File: config.mk
export PLATFORM = sky130hd
export DESIGN_NAME = rr_ring_arbiter
export DESIGN_NICKNAME = d
export VERILOG_FILES = /design/src/rtl/rr_arb_pkg.sv /design/src/rtl/token_ring.sv /design/src/rtl/rr_ring_arbiter.sv
export SDC_FILE = /design/constraint.sdc
export NUM_CORES = 1
export LEC_CHECK = 0
export ABC_AREA = 1
export CAP_MARGIN = 25
export CORE_MARGIN = 2
export CORE_UTILIZATION = 54
export CTS_CLUSTER_SIZE = 14
export DETAILED_ROUTE_END_ITERATION = 7
export PLACE_DENSITY_LB_ADDON = 0.08
export SLEW_MARGIN = 0
export SYNTH_ARGS = -nofsm -noshare
export SYNTH_HDL_FRONTEND = slang
export SYNTH_HIERARCHICAL = 1
export SYNTH_SLANG_ARGS = --single-unit
File: constraint.sdc
create_clock -name clk -period 5 [get_ports clk]
set_input_delay 0.5 -clock clk [delete_from_list [all_inputs] [get_ports clk]]
set_output_delay 0.5 -clock clk [all_outputs]
set_load 0.005 [all_outputs]
File: src/rtl/rr_arb_pkg.sv
// rtl/rr_arb_pkg.sv - shared types and defaults for rr_ring_arbiter
package rr_arb_pkg;

    typedef enum logic {
        IDLE  = 1'b0,
        GRANT = 1'b1
    } arb_state_t;

    localparam int DEF_N        = 4;
    localparam int DEF_MAX_HOLD = 8;

    function automatic int id_width(input int n);
        return (n <= 2) ? 1 : $clog2(n);
    endfunction

endpackage

File: src/rtl/token_ring.sv
// rtl/token_ring.sv - one-hot rotating token pointer, async active-low reset to bit0
module token_ring #(
    parameter int N = 4
) (
    input  logic         clk,
    input  logic         reset,
    input  logic         rot_en,
    input  logic [N-1:0] seed,
    output logic [N-1:0] ptr
);

    // On rotate the token lands just past the seed (the departing owner).
    always_ff @(posedge clk or negedge reset) begin
        if (!reset) begin
            ptr <= {{(N-1){1'b0}}, 1'b1};
        end else if (rot_en) begin
            ptr <= {seed[N-2:0], seed[N-1]};
        end
    end

endmodule

File: src/rtl/rr_ring_arbiter.sv
// rtl/rr_ring_arbiter.sv - round-robin arbiter with ring token pointer; optional ARB_TIMEOUT_EN
module rr_ring_arbiter
    import rr_arb_pkg::*;
#(
    parameter int N        = DEF_N,
    parameter int MAX_HOLD = DEF_MAX_HOLD
) (
    input  logic                   clk,
    input  logic                   reset,
    input  logic                   en,
    input  logic [N-1:0]           req,
    input  logic                   release_grant,
    output logic [N-1:0]           grant,
    output logic [id_width(N)-1:0] grant_id,
    output logic                   grant_valid,
    output logic [N-1:0]           ptr,
    output logic                   timeout
);

    localparam int IDW = id_width(N);

    if (N < 2 || N > 16 || MAX_HOLD < 1) begin : g_param_check
        $error("rr_ring_arbiter: N must be 2..16 and MAX_HOLD >= 1");
    end

    arb_state_t     state;
    logic [N-1:0]   start_oh;
    logic [IDW-1:0] start_idx;
    logic           win_found;
    logic [IDW-1:0] win_idx;
    logic [N-1:0]   win_oh;
    logic           owner_req;
    logic           force_rel;
    logic           rel_cond;

    assign owner_req = |(grant & req);
    assign rel_cond  = (state == GRANT) && (release_grant || !owner_req || force_rel);

    // In GRANT the search already starts past the owner, so a handoff needs no bubble.
    always_comb begin
        start_oh  = (state == GRANT) ? {grant[N-2:0], grant[N-1]} : ptr;
        start_idx = '0;
        for (int i = 0; i < N; i++) begin
            if (start_oh[i]) start_idx = i[IDW-1:0];
        end
        win_found = 1'b0;
        win_idx   = '0;
        for (int k = 0; k < N; k++) begin
            int idx;
            idx = int'(start_idx) + k;
            if (idx >= N) idx = idx - N;
            if (!win_found && req[idx]) begin
                win_found = 1'b1;
                win_idx   = idx[IDW-1:0];
            end
        end
        win_oh = '0;
        if (win_found) win_oh[win_idx] = 1'b1;
    end

    token_ring #(.N(N)) u_token_ring (
        .clk    (clk),
        .reset  (reset),
        .rot_en (rel_cond),
        .seed   (grant),
        .ptr    (ptr)
    );

    always_ff @(posedge clk or negedge reset) begin
        if (!reset) begin
            state       <= IDLE;
            grant       <= '0;
            grant_id    <= '0;
            grant_valid <= 1'b0;
        end else begin
            case (state)
                IDLE: begin
                    if (en && win_found) begin
                        state       <= GRANT;
                        grant       <= win_oh;
                        grant_id    <= win_idx;
                        grant_valid <= 1'b1;
                    end
                end
                GRANT: begin
                    if (rel_cond) begin
                        if (en && win_found) begin
                            grant       <= win_oh;
                            grant_id    <= win_idx;
                        end else begin
                            state       <= IDLE;
                            grant       <= '0;
                            grant_id    <= '0;
                            grant_valid <= 1'b0;
                        end
                    end
                end
                default: state <= IDLE;
            endcase
        end
    end

`ifdef ARB_TIMEOUT_EN
    localparam int HCW = $clog2(MAX_HOLD + 1);

    logic [HCW-1:0] hold_cnt;

    assign force_rel = (state == GRANT) && (hold_cnt == HCW'(MAX_HOLD - 1))
                       && !release_grant && owner_req;

    // Cleared whenever the grant changes hands or goes idle, so every new owner starts at 0.
    always_ff @(posedge clk or negedge reset) begin
        if (!reset) begin
            hold_cnt <= '0;
            timeout  <= 1'b0;
        end else begin
            timeout <= force_rel;
            if (state == GRANT && !rel_cond) hold_cnt <= hold_cnt + 1'b1;
            else                             hold_cnt <= '0;
        end
    end
`else
    assign force_rel = 1'b0;
    assign timeout   = 1'b0;
`endif

endmodule

==> results of run 1 <==
-- routing by layer --
layer / part of all wire / track usage / vias up
met5: 0 / 0 / -
met4: 0.0099 / 0.0500 / 0
met3: 0.049 / 0.0471 / 4
met2: 0.48 / 0.361 / 30
met1: 0.46 / 0.343 / 482
li1: - / - / 519
-- flip-flops by register name, summed over array words and instances (netlist names) --
name and flops:
grant 4, grant_id 2, state 1, u_token_ring/ptr 4
grant_valid 1
-- placed cells by master (no fill, tap or decap), drive strengths merged --
| master | instances |
|---|---|
| a221oi | 1 |
| a31oi | 1 |
| clkbuf | 4 |
| clkdlybuf4s50 | 18 |
| conb | 1 |
| dfrtp | 11 |
| dfstp | 1 |
| inv | 17 |
| nand2 | 67 |
| nand3 | 31 |
| nand4 | 3 |
| nor2 | 8 |
| o21ai | 6 |
-- power by group through the flow --
| stage | Sequential (µW) | Clock, µW | Combinational [µW] |
|---|---|---|---|
| after detailed placement | 179 | 0 | 667 |
| after global placement | 178 | 0 | 643 |
| final | 178 | 77.3 | 673 |
| after CTS | 178 | 76.7 | 672 |
| after floorplan | 176 | 0 | 503 |
| after global routing | 184 | 82.4 | 752 |
-- how the worst min path moves through the flow --
stage	startpoint	to	slack, ns	cells past startpoint
floorplan	reset	grant[0]$_DFFE_PN0P_	0.20	0
global placement	u_token_ring/ptr[0]$_DFFE_PN1P_	u_token_ring/ptr[0]$_DFFE_PN1P_	0.45	2
detailed placement	u_token_ring/ptr[0]$_DFFE_PN1P_	u_token_ring/ptr[0]$_DFFE_PN1P_	0.45	2
CTS	u_token_ring/ptr[0]$_DFFE_PN1P_	u_token_ring/ptr[0]$_DFFE_PN1P_	0.46	2
global route	u_token_ring/ptr[0]$_DFFE_PN1P_	u_token_ring/ptr[0]$_DFFE_PN1P_	0.50	2
finish	u_token_ring/ptr[0]$_DFFE_PN1P_	u_token_ring/ptr[0]$_DFFE_PN1P_	0.46	2
-- layout make-up --
cell class	instances	area share
multi-input cells	118	0.494
repair buffers	18	0.149
flip-flops and latches	12	0.249
inverters	17	0.0526
clock buffers	4	0.0299
well taps	25	0.0258
-- cell families (layout without fill, tap and decap cells) --
logic type / count (synthesis) / after routing
other: 1 / 1
AO/OA/AOI/OAI: 8 / 8
AND/OR/NAND/NOR: 109 / 109
buffers and inverters: 19 / 39
flip-flops: 12 / 12
-- cells in the mapped netlist (all sizes together) --
cell     n
a31oi    1
nor2     8
nand4    3
nand3   31
a221oi   1
conb     1
nand2   67
dfstp    1
inv     17
o21ai    6
buf      2
dfrtp   11
-- stage by stage --
step,util,instances,setup WS [ns],instance area (µm²),hold WS (ns)
after detailed placement,0.681,190,2.68,1180,0.454
after global routing,0.702,194,2.47,1210,0.501
final,0.702,194,2.70,1210,0.460
after CTS,0.702,194,2.71,1210,0.464
after global placement,0.681,190,2.76,1180,0.455
after floorplan,-,149,3.27,983,0.204
-- worst register-to-register path: cells and delay by family (launching register included) --
family                 cells  cell delay, ns
buffers and inverters      1            0.11
AND/OR/NAND/NOR           11            1.09
AO/OA/AOI/OAI              1            0.56
flip-flops                 1            0.47
==> flow_summary.toml, run 1 <==
[outcome]
status = "complete, no violations"

[yosys]
synth-simple-area-share = 0.552
synth.area.top_cells = "dfrtp_1 (28%), nand2_1 (22%), nand3_1 (12%)"
synth.yosys.warnings = 6
postSynthCellCount = 149
synth_compound_area_frac = 0.0534
synth_nets = 157
synthMuxAreaShare = 0
syn_area_um2 = 983
yosysSeqAreaShare = 0.307
synth-seq-cells = 12
synth_top_family_by_area = "simple AND/OR/NAND/NOR gates"
synth-xor-area-share = 0
synth_adder_area_share = 0
syn_area_per_cell_um2 = 6.60
yosys.area.top_type = "dfrtp_1"
ys_types = 21
netlist.area_leader.share = 0.280

[detailed_routing]
ant_nets = 0
routed_wl_um = 2320
first_pass_iters = 4
drt_first_iter_violations = 30
viasPerCell = 5.34
vias = 1035
post_drt_wl_per_cell_um = 12.0
drcViolationCount = 0

[sta]
max_freq_ghz = 0.435
hold_viol = 0
finalMaxSlewViolations = 0
skew_ns = 0.000886
finalCritPeriodShare = 0.460
slew_headroom = 0.576
final.setup.tns_ns = 0
rsz0062_at_grt = "no"
tightest_slew_ns = 0.636
setup_violations = 0
fin_crit_ns = 2.30

[power_and_ir_drop]
powerDensity_mw_per_mm2 = 766
clock_power_share = 0.083
finalPower_uw = 929
pwr-share-seq = 0.192
ir_worst_vdd_uv = 455
intPower_uw = 429
p_comb_frac = 0.725
p_switching_uw = 500
p_leak_uw = 0.000644
p_sw_frac = 0.539

[setup_path]
timing.rr.start = "state$_DFF_PN0_"
end_kind = "register"
r2r_cells = 13
cp_num_buf_inv = 1
start_kind = "register"
cp.arrival_ns = 2.52
cpLargestDelayFamily = "simple AND/OR/NAND/NOR gates"
cp.depth = 13
worstSetupEndpoint = "grant[2]$_DFFE_PN0P_"
crit_type = "register to register"
rrSetupSlack_ns = 2.70
path_common_cell = "nand2_1"
path_max_fanout = 12
r2r_end = "grant[2]$_DFFE_PN0P_"
required_ns = 5.22
crit_chain = "o21ai_2 -> inv_1 -> nor2_2 -> nand3_1 -> nand2_2 -> nand2_1 -> nand2_1 -> nand2_1 -> nand2_1 -> nand2_2 -> nor2_2 -> nand2_1 -> nand2_1"
slowest_stage = "o21ai_2"
max_stage_delay_ns = 0.56
crit_start = "state$_DFF_PN0_"

[job]
max-cap-violations = 0

[floorplanning]
io_pins = 20
core_region_area_mm2 = 0.00173
die_x_um = 46.7
start_util = 0.570
rows = 15
die_area_mm2 = 0.00218
fp.dieH_um = 46.7

[grt]
grt_pass1_wl_um = 3600
grt_use_total = 0.235
gr-total-overflow = 0
grt_pass1_vias = 821
antenna_found_initial = 0
grt_max_degree = 13

[placed_design]
port-buffer-count = 18
hpwl_um = 1780
gp_congestion = 0.868

[clock_tree]
postCtsSetupBuffers = 0
clkLatencyLatePin_ns = 0.27
post_cts_resized = 0
cts_root_buffer = "clkbuf_4"
max-clock-path-buffers = 2
clkSinkCount = 12
postCtsHoldBufs = 0
htree_levels = 1
clk_pin_slew_ns = 0.07
cts_buffers = 3
cts_tree = "done"

[layout]
drive_gt1_frac = 0.172
nFillCells = 163
multiInputGateArea_um2 = 599
regArea_um2 = 302
final_nets = 178
antenna_cells = 0
areaGrowthSynthToFinish_pct = 23.3

[worst_hold_path]
hp-class = "register to register"
No activity file was read; power rests on OpenSTA's default activity.
==> run 2: changes to the inputs <==
--- a/config.mk
+++ b/config.mk
@@ -8,7 +8,7 @@
 export ABC_AREA = 1
 export CAP_MARGIN = 25
 export CORE_MARGIN = 2
-export CORE_UTILIZATION = 54
+export CORE_UTILIZATION = 50
 export CTS_CLUSTER_SIZE = 14
 export DETAILED_ROUTE_END_ITERATION = 7
 export PLACE_DENSITY_LB_ADDON = 0.08
==> constraint.sdc (replaced) <==
create_clock -name clk -period 2.3 [get_ports clk]
set_input_delay 0.23 -clock clk [delete_from_list [all_inputs] [get_ports clk]]
set_output_delay 0.23 -clock clk [all_outputs]
set_load 0.005 [all_outputs]
==> run 2 against run 1 <==
  * Sequential power is 110% higher
  * Global-route usage fell by 0.79 points
  * Die area grew 7.3%
  * Register-to-register slack worse by 2.4 ns
  * Fmax rose by 13%
  * Total power grew 120%
  * First-iteration DRC count grew 27%
  * Cell area increased by 2.1%
  * Sequential cell count stayed put
  * Utilization decreased by 5.2 points
  * Clock skew about the same
  * Wire length up 3.2%
  * Critical path type unchanged
==> flow_summary.toml, run 2 (synthesized netlist as in run 1, its figures left out) <==
[outcome]
status = "complete, no violations"

[sta]
max_freq_ghz = 0.490
rsz0062_at_grt = "no"
setup_violations = 0
finalCritPeriodShare = 0.887
tightest_slew_ns = 0.534
slew_headroom = 0.643
final.setup.tns_ns = 0
fin_crit_ns = 2.04
hold_viol = 0
finalMaxSlewViolations = 0
skew_ns = 0.00109
setup_ws_ns = 0.260

[detailed_routing]
drcViolationCount = 0
first_pass_iters = 4
ant_nets = 0
routed_wl_um = 2390
drt_first_iter_violations = 38
dr_wl_met3_um = 146
vias = 1024
dr.max_layer_used = "met3"
wl_met2_um = 1150
post_drt_wl_per_cell_um = 12.1
viasPerCell = 5.17
met1_length_um = 1100

[power_and_ir_drop]
ir_worst_vdd_uv = 1030
intPower_uw = 957
pwr-share-seq = 0.186
clock_power_share = 0.081
p_sw_frac = 0.534
p_leak_uw = 0.000655
p_switching_uw = 1090
powerDensity_mw_per_mm2 = 1660
finalPower_uw = 2050
p_comb_frac = 0.733

[clock_tree]
clk_pin_slew_ns = 0.07
max-clock-path-buffers = 2
clkSinkCount = 12
clkLatencyLatePin_ns = 0.27
htree_levels = 1
cts_tree = "done"
postCtsSetupBuffers = 0
cts_root_buffer = "clkbuf_4"
post_cts_resized = 0
postCtsHoldBufs = 0
cts_buffers = 3

[layout]
layout_common_cells = "nand2_1 (57), nand3_1 (24), clkdlybuf4s50_1 (18)"
areaGrowthSynthToFinish_pct = 25.8
nFillCells = 182
multiInputGateArea_um2 = 607
finalInstanceArea_mm2 = 0.00124
final_nets = 180
regArea_um2 = 302
reg_top3 = "grant (4), u_token_ring/ptr (4), grant_id (2)"
final_cells = 198
antenna_cells = 0
final_common_cell = "nand2_1"
drive_gt1_frac = 0.181

[placed_design]
place_area_mm2 = 0.00119
preCtsSetupSlack_ns = 0.233
hpwl_um = 1920
place_inst = 194
port-buffer-count = 18
gp_congestion = 0.922

[setup_path]
slowest_stage = "dfrtp_1"
crit_chain = "buf_4 -> inv_2 -> nand2_1 -> nand2_2 -> nand2_4 -> nand2_4 -> nand2_1 -> nand3_2 -> nand2_2 -> nor2_4 -> nand3_2 -> nand3_2 -> inv_1 -> nand3_1 -> nand2_1"
rrSetupSlack_ns = 0.26
cpLargestDelayFamily = "simple AND/OR/NAND/NOR gates"
required_ns = 2.47
crit_type = "register to register"
cp.depth = 15
timing.rr.start = "state$_DFF_PN0_"
cp_num_buf_inv = 3
path_max_fanout = 10
r2r_end = "grant[3]$_DFFE_PN0P_"
cp.arrival_ns = 2.21
max_stage_delay_ns = 0.41
r2r_cells = 15
start_kind = "register"
end_kind = "register"

[grt]
grt_pass1_wl_um = 4250
grt_max_degree = 13
grt_use_total = 0.227
gr-total-overflow = 0
antenna_found_initial = 0
grt_pass1_vias = 969

[floorplanning]
rows = 16
fp.dieH_um = 48.4
io_pins = 20
start_util = 0.517
core_region_area_mm2 = 0.00190
die_area_mm2 = 0.00234
die_x_um = 48.4

[worst_hold_path]
hp-class = "input pin to asynchronous set/reset pin"

[job]
max-cap-violations = 0
## run 2: cell count changes in the layout (fill, tap and decap cells not counted)
cell,previous run,this run
o21ai_4,0,1
buf_4,0,2
o21ai_2,2,1
## run 2: per-stage QoR
step           utilization  hold WS [ns]
2_1_floorplan            -       -0.0656
6_report             0.651         0.304
5_1_grt              0.651         0.348
3_3_place_gp         0.628         0.451
3_5_place_dp         0.628         0.454
4_1_cts              0.647         0.323
## run 2: power by group through the flow
stage | combinational [µW] | sequential, µW | clock, µW
2_1_floorplan | 1090 | 382 | 0
3_3_place_gp | 1450 | 377 | 0
3_5_place_dp | 1490 | 381 | 0
4_1_cts | 1490 | 377 | 171
5_1_grt | 1700 | 393 | 181
6_report | 1500 | 382 | 167
## run 2: cell type report
cell class | instances | share of cell area
Timing Repair Buffer | 20 | 0.158
Tap cell | 27 | 0.0273
Clock buffer | 4 | 0.0293
Inverter | 17 | 0.0516
Sequential cell | 12 | 0.244
Multi-Input combinational cell | 118 | 0.490
## run 2: worst register-to-register path, delay by kind of cell (launching register included)
| kind | cells | cell delay (ns) |
|---|---|---|
| AND/OR/NAND/NOR | 12 | 1.18 |
| flip-flops | 1 | 0.41 |
| buffers and inverters | 3 | 0.34 |
## run 2: worst max-delay path by stage
stage / startpoint / to / slack [ns]
global route: state$_DFF_PN0_ / grant[3]$_DFFE_PN0P_ / 0.03
global placement: state$_DFF_PN0_ / grant[1]$_DFFE_PN0P_ / 0.26
finish: state$_DFF_PN0_ / grant[3]$_DFFE_PN0P_ / 0.26
detailed placement: u_token_ring/ptr[3]$_DFFE_PN0P_ / grant_id[1]$_DFFE_PN0P_ / 0.23
floorplan: state$_DFF_PN0_ / grant[1]$_DFFE_PN0P_ / 0.57
CTS: u_token_ring/ptr[3]$_DFFE_PN0P_ / grant_id[1]$_DFFE_PN0P_ / 0.22
## run 2: layer usage
layer	vias up	global-route usage
met5	-	0
met4	0	0.0286
met3	0	0.0494
met2	27	0.389
met1	475	0.305
li1	522	-
